**src/rtl/add_resp_pkg.sv**
```systemverilog
// add_resp_pkg: default operand width, result buffer depth and occupancy state encoding
package add_resp_pkg;
  localparam int WIDTH_DEF = 4;
  localparam int DEPTH_DEF = 4;
  typedef enum logic [1:0] {IDLE = 2'd0, BUSY = 2'd1, FULL = 2'd2} state_t;
endpackage

```
**src/rtl/add_resp_fifo.sv**
```systemverilog
// add_resp_fifo: show-ahead result buffer; wr/din push, rd pops head dout (0 when empty), count = entries held
module add_resp_fifo #(
  parameter int W = 5,
  parameter int D = 4,
  localparam int AW = $clog2(D)
) (
  input  logic          clk,
  input  logic          rst,
  input  logic          wr,
  input  logic [W-1:0]  din,
  input  logic          rd,
  output logic [W-1:0]  dout,
  output logic [AW:0]   count
);
  logic [W-1:0]  mem [D];
  logic [AW-1:0] wptr, rptr;
  always_ff @(posedge clk or posedge rst)
    if (rst) begin
      wptr  <= '0;
      rptr  <= '0;
      count <= '0;
    end else begin
      wptr  <= wptr + {{(AW-1){1'b0}}, wr};
      rptr  <= rptr + {{(AW-1){1'b0}}, rd};
      count <= count + {{AW{1'b0}}, wr} - {{AW{1'b0}}, rd};
    end
  always_ff @(posedge clk)
    if (wr) mem[wptr] <= din;
  assign dout = (count != '0) ? mem[rptr] : '0;
endmodule

```
**src/rtl/add_resp.sv**
```systemverilog
// add_resp: a+b with valid/ready in, one-entry stage then result fifo out; state = occupancy class, done_cnt = deliveries mod 256
module add_resp
  import add_resp_pkg::*;
#(
  parameter int WIDTH = WIDTH_DEF,
  parameter int DEPTH = DEPTH_DEF
) (
  input  logic             clk,
  input  logic             rst,
  input  logic             in_valid,
  output logic             in_ready,
  input  logic [WIDTH-1:0] a,
  input  logic [WIDTH-1:0] b,
  output logic             out_valid,
  input  logic             out_ready,
  output logic [WIDTH:0]   y,
  output logic [1:0]       state,
  output logic [7:0]       done_cnt
);
  localparam int AW = $clog2(DEPTH);
  localparam logic [AW:0] OCC_MAX = (AW+1)'(DEPTH);
  logic           up, sv, acc, del;
  logic [WIDTH:0] sd;
  logic [AW:0]    cnt, occ;
  state_t         st;
  assign occ       = cnt + {{AW{1'b0}}, sv};
  assign in_ready  = up && (occ < OCC_MAX);
  assign out_valid = cnt != '0;
  assign acc       = in_valid && in_ready;
  assign del       = out_valid && out_ready;
  always_ff @(posedge clk or posedge rst)
    if (rst) begin
      up       <= 1'b0;
      sv       <= 1'b0;
      sd       <= '0;
      done_cnt <= '0;
    end else begin
      up       <= 1'b1;
      sv       <= acc;
      if (acc) sd <= {1'b0, a} + {1'b0, b};
      done_cnt <= done_cnt + {7'd0, del};
    end
  add_resp_fifo #(.W(WIDTH + 1), .D(DEPTH)) u_fifo (
    .clk(clk), .rst(rst), .wr(sv), .din(sd), .rd(del), .dout(y), .count(cnt)
  );
  always_comb st = (occ == OCC_MAX) ? FULL : (occ == '0) ? IDLE : BUSY;
  assign state = st;
endmodule

```
**config.mk**
```make
export PLATFORM = sky130hd
export DESIGN_NAME = add_resp
export DESIGN_NICKNAME = d
export VERILOG_FILES = /design/src/rtl/add_resp_pkg.sv /design/src/rtl/add_resp_fifo.sv /design/src/rtl/add_resp.sv
export SDC_FILE = /design/constraint.sdc
export NUM_CORES = 1
export LEC_CHECK = 0
export CAP_MARGIN = 0
export CORE_UTILIZATION = 53
export CTS_BUF_LIST = sky130_fd_sc_hd__clkbuf_16
export DETAILED_ROUTE_END_ITERATION = 10
export PLACE_DENSITY = 0.79
export SLEW_MARGIN = 0
export SYNTH_ARGS = -nofsm -noshare
export SYNTH_HDL_FRONTEND = slang
export SYNTH_SLANG_ARGS = --single-unit
```
**constraint.sdc**
```tcl
create_clock -name clk -period 4.25 [get_ports clk]
set_input_delay 0.425 -clock clk [delete_from_list [all_inputs] [get_ports clk]]
set_output_delay 0.425 -clock clk [all_outputs]
set_load 0.005 [all_outputs]
```
==> results.cfg, run 1 <==
[timing]
slew_headroom_pct = 42.0
finClkSkew_ns = 0.00693
period_minus_slack_ns = 2.53
tightestPinTransition_ns = 0.869
setup_ws_ns = 1.72
timing.final.crit_share_pct = 59.6
slew_violations = 0
hold_viol_final = 0
rsz0062_at_grt = no
timing.hold.ws_ns = 0.468
clock.fmax_ghz = 0.395
setup_tns_ns = 0
setup_viol = 0

[floorplanning]
start_util_pct = 55.3
ios = 29
fp.dieH_um = 61.0
dieArea_um2 = 3720
rows = 21
die_x_um = 61.0
core-area_um2 = 3340

[logic_synthesis]
yosysUniqueCellTypes = 33
synth-seq-cells = 42
synth-seq-area-share_pct = 62.3
synth_nets = 149
yosys_warnings = 0
synth_area_um2 = 1850
synth_cells = 124
synth.avg_cell_area_um2 = 14.9

[worst_setup_path]
arrival_ns = 2.11
worstSetupPathType = reg2out
r2r_cells = 6
crit_fanout = 6
worst_path_max_delay_cell = clkdlybuf4s50_1
start_kind = flop
crit_family = buffers and inverters
critPathBufInv = 1
max_stage_delay_ns = 0.49
path_cells = ha_1 -> ha_1 -> xnor2_2 -> and2_2 -> clkdlybuf4s50_1
worstPathRequired_ns = 3.83
ff2ff_setup_slack_ns = 2.11
cpMostUsedCell = ha_1
endpoint_kind = output port
reg2reg_from = u_fifo.count[2]$_DFF_PP0_
worst_r2r_endpoint = done_cnt[6]$_DFF_PP0_

[route]
drtAntennaViolNets = 0
finalWirelength_mm = 2.92
routedWlPerCell_um = 14.4
first_pass_iters = 4
drc = 0
drt-initial-drc-count = 9
via_per_inst = 5.10
vias = 1036

[placed_design]
hpwl_mm = 2.19
io_buffers = 28
dpl_cell_area_um2 = 2160
pre_cts_slack_ns = 2.02
gp_congestion = 0.817

[final_layout]
multi_input_area_um2 = 631
finalNetCount = 181
insertedDiodeCount = 0
layout.area.seq_um2 = 1150
fillers = 230
drive_above_1_share_pct = 11.5
area_growth_pct = 27.7
fin_area_um2 = 2360

[clock_network]
cts_resized = 0
postCtsHoldBufs = 0
cts_setup_buffers = 0
numCtsBuffers = 5
clkSinkCount = 42
cts_buffer_depth = 2
cts.htree.levels = 2
cts_root_buf = clkbuf_16
path_clk_slew_ns = 0.06
tritoncts = done
clk_latency_ns = 0.28

[min_path]
whs_path_depth = 1
min_from = done_cnt[7]$_DFF_PP0_
hold_end = done_cnt[7]$_DFF_PP0_
min_path_type = reg2reg

[power_and_ir_drop]
vdd_drop_max_mv = 0.448
p_per_area_nw_per_um2 = 702
internal_power_mw = 1.21
power_frac_comb_pct = 28.7
total_power_mw = 1.65
p_sw_uw = 444
pwr-share-seq_pct = 41.9
clockPowerShare_pct = 29.3
swShare_pct = 26.8
leakage_nw = 0.973

[run]
cap_violations = 0

[status]
status = completed

[global_route]
grt_pass1_wl_mm = 4.86
first_global_vias = 1042
grt_usage_pct = 19.3
grt_max_degree = 23
antenna_found_initial = 0
grt_overflow = 0
[state kept, by name, summed over array words and instances, names as in the netlist]
signal,count
u_fifo.mem,20
done_cnt,8
sd,5
u_fifo.count,3
u_fifo.rptr,2
u_fifo.wptr,2
sv,1
up,1
[metrics by stage]
stage,instances,utilization [%]
floorplan,124,-
detailed placement,195,64.9
global route,203,70.7
finish,203,70.7
global placement,195,64.9
CTS,203,70.7
[logic make-up (layout without fill, tap and decap cells)]
logic type | Yosys count | count (layout) | synth area share [%]
flops | 42 | 42 | 62.3
other cells | 1 | 1 | 0.203
compound gates | 8 | 8 | 2.85
fa+ha+maj | 13 | 13 | 9.21
simple gates | 26 | 26 | 8.00
xor+xnor | 11 | 11 | 5.62
mux | 8 | 8 | 8.27
buf+inv | 15 | 48 | 3.52
[cells in the mapped netlist]
library cell / n / area share [%]
a211oi_1: 1 / 0.41
a21oi_1: 1 / 0.27
and3_1: 3 / 1.0
inv_1: 12 / 2.4
clkbuf_1: 1 / 0.20
o22ai_1: 1 / 0.34
nand3_1: 5 / 1.4
nor2_1: 3 / 0.61
xnor2_1: 7 / 3.3
o21ai_0: 2 / 0.54
mux2_4: 2 / 1.6
o211ai_1: 1 / 0.41
edfxtp_1: 20 / 33
buf_6: 1 / 0.61
nand2_1: 2 / 0.41
and3b_1: 1 / 0.47
a31oi_1: 1 / 0.34
nor3_1: 1 / 0.27
o21ba_2: 1 / 0.54
mux4_2: 5 / 6.1
nor3b_1: 1 / 0.41
and2_1: 1 / 0.34
mux2i_1: 1 / 0.54
and2_2: 1 / 0.41
xor2_1: 3 / 1.4
buf_2: 1 / 0.27
fa_1: 1 / 1.1
nor2b_1: 7 / 2.4
and2_0: 1 / 0.34
ha_1: 12 / 8.1
xnor2_2: 1 / 0.88
conb_1: 1 / 0.20
dfrtp_1: 22 / 30
[final cells by class]
class                   instances  area share (%)
repair buffers                 28            11.9
well taps                      46            2.44
multi-input cells              67            26.7
flip-flops and latches         42            48.8
clock buffers                   5            5.31
clock inverters                 3            2.92
inverters                      12            1.91
[worst register-to-register path: cells and delay by family (launching register included)]
kind | cells | cell delay (ns)
and+or+nand+nor | 3 | 1.02
adders and majority gates | 2 | 0.52
DFF | 1 | 0.40
xor gates and xnor gates | 1 | 0.12
[metal layers]
layer,share of wire (%),vias to the layer above,global-route usage (%)
met2,50,24,30.1
li1,-,496,-
met4,1.8,0,9.74
met5,0,-,0
met1,44,509,25.2
met3,3.3,7,5.25
[power groups by stage]
stage / combinational, mW / sequential [mW] / clock, mW
3_3_place_gp: 0.466 / 0.690 / 0
4_1_cts: 0.483 / 0.696 / 0.492
2_1_floorplan: 0.288 / 0.650 / 0
5_1_grt: 0.533 / 0.715 / 0.509
3_5_place_dp: 0.479 / 0.702 / 0
6_report: 0.476 / 0.694 / 0.485
[worst max-delay path by stage]
stage	from	endpoint	slack (ns)	depth (start not counted)
after detailed placement	u_fifo.count[2]$_DFF_PP0_	done_cnt[6]$_DFF_PP0_	2.02	6
after global placement	sv$_DFF_PP0_	in_ready	2.06	5
after CTS	sv$_DFF_PP0_	in_ready	1.69	5
after global routing	sv$_DFF_PP0_	in_ready	1.58	5
final	sv$_DFF_PP0_	in_ready	1.72	5
after floorplan	u_fifo.count[2]$_DFF_PP0_	done_cnt[6]$_DFF_PP0_	2.50	6
[placed cells by master, fill, tap and decap left out]
master | netlist | final
a211oi_1 | 1 | 1
a21oi_1 | 1 | 1
a31oi_1 | 1 | 1
and2_0 | 1 | 1
and2_1 | 1 | 1
and2_2 | 1 | 1
and3_1 | 3 | 3
and3b_1 | 1 | 1
bufinv_16 | 0 | 2
clkbuf_16 | 0 | 5
clkdlybuf4s50_1 | 0 | 28
clkinv_4 | 0 | 1
conb_1 | 1 | 1
dfrtp_1 | 22 | 22
edfxtp_1 | 20 | 20
fa_1 | 1 | 1
ha_1 | 12 | 12
inv_1 | 12 | 12
mux2_4 | 2 | 2
mux2i_1 | 1 | 1
mux4_2 | 5 | 5
nand2_1 | 2 | 2
nand3_1 | 5 | 5
nor2_1 | 3 | 3
nor2b_1 | 7 | 7
nor3_1 | 1 | 1
nor3b_1 | 1 | 1
o211ai_1 | 1 | 1
o21ai_0 | 2 | 2
o21ba_2 | 1 | 1
o22ai_1 | 1 | 1
xnor2_1 | 7 | 7
xnor2_2 | 1 | 1
xor2_1 | 3 | 3
(Power assumes the default switching activity.)
==> run 2, diff against run 1 <==
--- a/config.mk
+++ b/config.mk
@@ -6,10 +6,10 @@
 export NUM_CORES = 1
 export LEC_CHECK = 0
 export CAP_MARGIN = 0
-export CORE_UTILIZATION = 53
+export CORE_UTILIZATION = 47
 export CTS_BUF_LIST = sky130_fd_sc_hd__clkbuf_16
 export DETAILED_ROUTE_END_ITERATION = 10
-export PLACE_DENSITY = 0.79
+export PLACE_DENSITY = 0.74
 export SLEW_MARGIN = 0
 export SYNTH_ARGS = -nofsm -noshare
 export SYNTH_HDL_FRONTEND = slang
==> constraint.sdc (replaced) <==
create_clock -name clk -period 2.1 [get_ports clk]
set_input_delay 0.21 -clock clk [delete_from_list [all_inputs] [get_ports clk]]
set_output_delay 0.21 -clock clk [all_outputs]
set_load 0.005 [all_outputs]
==> results.cfg, run 2 (synthesized netlist as in run 1, its figures left out) <==
[status]
status = completed

[timing]
timing.final.crit_share_pct = 99.1
timing.hold.ws_ns = 0.258
period_minus_slack_ns = 2.08
slew_violations = 0
setup_ws_ns = 0.0196
clock.fmax_ghz = 0.481
hold_viol_final = 0
setup_viol = 0
finClkSkew_ns = 0.00597
rsz0062_at_grt = yes

[worst_setup_path]
ff2ff_setup_slack_ns = 0.32
reg2reg_from = sv$_DFF_PP0_
r2r_cells = 6
crit_fanout = 3
max_stage_delay_ns = 0.49
path_cells = ha_2 -> ha_2 -> xnor2_2 -> and2_2 -> clkdlybuf4s50_1
start_kind = flop
cpMostUsedCell = ha_2
endpoint = in_ready
endpoint_kind = output port
worst_path_max_delay_cell = clkdlybuf4s50_1
worstPathRequired_ns = 1.89
cp-startpoint = sv$_DFF_PP0_
arrival_ns = 1.87
worst_r2r_endpoint = sd[0]$_DFFE_PP0P_
worstSetupPathType = reg2out

[route]
vias = 1066
drtAntennaViolNets = 0
finalWirelength_mm = 3.09
routedWlPerCell_um = 14.4
via_per_inst = 4.98
first_pass_iters = 4
drt-initial-drc-count = 25
drc = 0

[clock_network]
tritoncts = done
postCtsHoldBufs = 0
cts_buffer_depth = 2
cts.htree.levels = 2
clk_latency_ns = 0.28
numCtsBuffers = 5
cts_root_buf = clkbuf_16
path_clk_slew_ns = 0.06
clkSinkCount = 42

[final_layout]
fillers = 298
most-common-layout-cells = clkdlybuf4s50_1, dfrtp_1, edfxtp_1
final_common_cell = clkdlybuf4s50_1
finalNetCount = 190
final_util_pct = 65.6
largest_register = u_fifo.mem
area_growth_pct = 32.0
largest_reg_flops = 20
drive_above_1_share_pct = 18.1
fin_area_um2 = 2440
insertedDiodeCount = 0
reg_top3 = u_fifo.mem: 20 flops, done_cnt: 8 flops, sd: 5 flops

[floorplanning]
core-area_um2 = 3720
ios = 29
dieArea_um2 = 4180
start_util_pct = 49.7
rows = 22
die_x_um = 64.7
fp.dieH_um = 64.7

[power_and_ir_drop]
leakage_nw = 1.05
power_frac_comb_pct = 31.0
p_sw_uw = 918
clockPowerShare_pct = 28.2
vdd_drop_max_mv = 0.679
swShare_pct = 26.8
pwr-share-seq_pct = 40.8
total_power_mw = 3.42
p_per_area_nw_per_um2 = 1400
internal_power_mw = 2.50

[placed_design]
pre_cts_slack_ns = 0.111
io_buffers = 28
gp_congestion = 0.778
dpl_cell_area_um2 = 2200
hpwl_mm = 2.13

[global_route]
grt_max_degree = 23
grt_pass1_wl_mm = 5.22
grt_usage_pct = 17.6
first_global_vias = 1081
grt_overflow = 0
antenna_found_initial = 0

[run]
cap_violations = 0

[min_path]
min_path_type = in2async
run 2: changes by cell type in the layout (fill, tap and decap cells not counted), sizes merged:
cell / delta
clkinv: -1
inv: +1
clkdlybuf4s50: -5
buf: +9
dlygate4sd2: +1
dlymetal6s2s: +4
run 2: what timing repair did:
item	in CTS	in global routing
gates resized for setup	4	4
gates cloned	0	0
pin swaps	1	1
buffers inserted	2	3
endpoints found under the setup margin	8	7
run 2: through the flow:
stage	setup TNS (ns)	instances
after floorplan	0	124
after global placement	0	201
after detailed placement	0	201
after CTS	-0.0176	211
after global routing	-0.0550	214
final	0	214
run 2: layout make-up:
class	instances	area, um^2	area share [%]
Sequential cell	42	1150	47.3
Multi-Input combinational cell	67	636	26.1
Timing Repair Buffer	37	357	14.6
Clock inverter	3	63.8	2.62
Inverter	12	45.0	1.85
Tap cell	48	60.1	2.46
Clock buffer	5	125	5.13
run 2: critical path, delay by kind of cell, from the launching register on:
| kind | cells | cell delay (ns) |
|---|---|---|
| buffers and inverters | 1 | 0.49 |
| flip-flops | 1 | 0.40 |
| adder cells (fa/ha/maj) | 2 | 0.38 |
| AND/OR/NAND/NOR | 1 | 0.17 |
| XOR/XNOR | 1 | 0.16 |
run 2: how the worst min path moves through the flow:
stage,start,to,slack (ns),cells after the start
2_1_floorplan,rst,done_cnt[0]$_DFF_PP0_,0.20,1
3_3_place_gp,done_cnt[7]$_DFF_PP0_,done_cnt[7]$_DFF_PP0_,0.46,1
3_5_place_dp,done_cnt[7]$_DFF_PP0_,done_cnt[7]$_DFF_PP0_,0.47,1
4_1_cts,rst,done_cnt[7]$_DFF_PP0_,0.27,3
5_1_grt,rst,done_cnt[1]$_DFF_PP0_,0.29,3
6_report,rst,done_cnt[5]$_DFF_PP0_,0.26,3
run 2: power by group through the flow:
stage | clock network (mW) | registers (mW) | logic, mW
6_report | 0.963 | 1.40 | 1.06
3_3_place_gp | 0 | 1.39 | 0.953
3_5_place_dp | 0 | 1.42 | 0.993
4_1_cts | 0.977 | 1.41 | 1.04
2_1_floorplan | 0 | 1.32 | 0.583
5_1_grt | 1.02 | 1.43 | 1.17
run 2: layer usage:
layer / share of wire, % / GRT usage (%) / wire length (um) / up-vias
li1: - / - / - / 514
met1: 41 / 20.1 / 1260 / 522
met2: 53 / 30.1 / 1630 / 24
met3: 3.9 / 4.75 / 121 / 6
met4: 2.5 / 9.17 / 76 / 0
met5: 0 / 0 / 0 / -
==> run 3, diff against run 2 <==
--- a/config.mk
+++ b/config.mk
@@ -6,10 +6,11 @@
 export NUM_CORES = 1
 export LEC_CHECK = 0
 export CAP_MARGIN = 0
-export CORE_UTILIZATION = 47
-export CTS_BUF_LIST = sky130_fd_sc_hd__clkbuf_16
+export CORE_UTILIZATION = 50
+export CTS_BUF_LIST = sky130_fd_sc_hd__clkbuf_4 sky130_fd_sc_hd__clkbuf_8
 export DETAILED_ROUTE_END_ITERATION = 10
-export PLACE_DENSITY = 0.74
+export PLACE_DENSITY = 0.78
+export SETUP_SLACK_MARGIN = 0.02
 export SLEW_MARGIN = 0
 export SYNTH_ARGS = -nofsm -noshare
 export SYNTH_HDL_FRONTEND = slang
==> results.cfg, run 3 (synthesized netlist as in run 1, its figures left out) <==
[final_layout]
final_util_pct = 67.9
largest_register = u_fifo.mem
reg_top3 = u_fifo.mem: 20 flops, done_cnt: 8 flops, sd: 5 flops
most-common-layout-cells = clkdlybuf4s50_1, dfrtp_1, edfxtp_1
area_growth_pct = 26.6
drive_above_1_share_pct = 17.9
largest_reg_flops = 20
finalNetCount = 192
final_common_cell = clkdlybuf4s50_1
insertedDiodeCount = 0

[power_and_ir_drop]
internal_power_mw = 2.08
pwr-share-seq_pct = 47.3
swShare_pct = 29.3
leakage_nw = 0.998
p_sw_uw = 861
p_per_area_nw_per_um2 = 1260
power_frac_comb_pct = 36.2
clockPowerShare_pct = 16.5
vdd_drop_max_mv = 0.663

[placed_design]
io_buffers = 28
hpwl_mm = 2.12
gp_congestion = 0.719

[route]
routedWlPerCell_um = 13.5
first_pass_iters = 4
via_per_inst = 5.01
drt-initial-drc-count = 20
vias = 1072
finalWirelength_mm = 2.89
drtAntennaViolNets = 0
drc = 0

[clock_network]
cts_root_buf = clkbuf_8
postCtsHoldBufs = 0
clkSinkCount = 42
tritoncts = done
path_clk_slew_ns = 0.07
cts_buffer_depth = 2
clk_latency_ns = 0.28
cts.htree.levels = 2
numCtsBuffers = 5

[timing]
finClkSkew_ns = 0.00331
slew_violations = 0
rsz0062_at_grt = yes
setup_tns_ns = 0
setup_viol = 0
timing.hold.ws_ns = 0.264
timing.final.crit_share_pct = 97.9
period_minus_slack_ns = 2.06
hold_viol_final = 0
clock.fmax_ghz = 0.486

[global_route]
grt_usage_pct = 16.9
grt_max_degree = 23
antenna_found_initial = 0
first_global_vias = 1104
grt_pass1_wl_mm = 4.89
grt_overflow = 0

[worst_setup_path]
ff2ff_setup_slack_ns = 0.15
worst_r2r_endpoint = sd[0]$_DFFE_PP0P_
cp-startpoint = sv$_DFF_PP0_
arrival_ns = 1.85
worstPathRequired_ns = 1.89
start_kind = flop
endpoint = in_ready
reg2reg_from = sv$_DFF_PP0_
r2r_cells = 8
crit_fanout = 2
endpoint_kind = output port
worstSetupPathType = reg2out

[status]
status = completed

[floorplanning]
core-area_um2 = 3440
die_x_um = 62.8
start_util_pct = 53.7
dieArea_um2 = 3940
ios = 29
rows = 21
fp.dieH_um = 62.8

[run]
cap_violations = 0

[min_path]
min_path_type = in2async
## run 3: cell types whose count changed in the layout (fill, tap and decap cells not counted)
cell,change
inv_2,-1
bufinv_16,-2
clkinv_2,+1
dlygate4sd2_1,+1
ha_2,-1
dlymetal6s2s_1,-2
clkbuf_8,+5
ha_1,+1
buf_4,+2
clkinv_1,+1
clkbuf_4,+1
clkbuf_16,-5
clkdlybuf4s50_1,+1
## run 3: how the worst min path moves through the flow
stage	to	slack, ns	start	depth (start not counted)
final	done_cnt[0]$_DFF_PP0_	0.26	rst	3
after detailed placement	done_cnt[7]$_DFF_PP0_	0.47	done_cnt[7]$_DFF_PP0_	1
after floorplan	done_cnt[0]$_DFF_PP0_	0.20	rst	1
after CTS	done_cnt[0]$_DFF_PP0_	0.27	rst	3
after global routing	done_cnt[0]$_DFF_PP0_	0.28	rst	3
after global placement	done_cnt[7]$_DFF_PP0_	0.46	done_cnt[7]$_DFF_PP0_	1
## run 3: area by class of cell
cell class / count / area (um^2)
well taps: 46 / 57.6
repair buffers: 39 / 365
multi-input cells: 67 / 633
fillers: 244 / 1100
clock inverters: 2 / 8.76
inverters: 12 / 45.0
clock buffers: 6 / 76.3
flip-flops and latches: 42 / 1150
## run 3: repair_timing
action                                  in CTS  in global routing
endpoints found under the hold margin        0                  0
pin swaps                                    1                  1
endpoints found under the setup margin       7                  6
gates resized for setup                      4                  2
buffers inserted                             4                  3
## run 3: power by group through the flow
stage	registers (mW)	logic [mW]	clock network [mW]
6_report	1.39	1.06	0.484
5_1_grt	1.42	1.18	0.534
4_1_cts	1.39	1.05	0.497
3_5_place_dp	1.42	0.988	0
3_3_place_gp	1.39	0.954	0
2_1_floorplan	1.32	0.583	0
## run 3: metrics by stage
step	total power, mW	setup slack [ns]	instance area (um^2)	instances
2_1_floorplan	1.90	0.351	1850	124
3_3_place_gp	2.34	0.132	2190	199
3_5_place_dp	2.40	0.114	2190	199
4_1_cts	2.94	0.00302	2310	211
5_1_grt	3.13	-0.0208	2340	214
6_report	2.94	0.0432	2340	214
## run 3: routing by layer
metal  GRT usage [%]  wire length [um]  share of wire, %  vias to the layer above
met4            5.23                 0                 0                        0
met2            29.5              1550                53                       23
li1                -                 -                 -                      517
met3            4.93                80               2.8                        0
met5               0                 0                 0                        -
met1            19.9              1260                44                      532
## run 3: critical path: stages (launching register included)
cell             delay [ns]
dfrtp_1                0.39
ha_1                   0.20
ha_2                   0.18
xnor2_2                0.15
and2_2                 0.16
clkdlybuf4s50_1        0.49
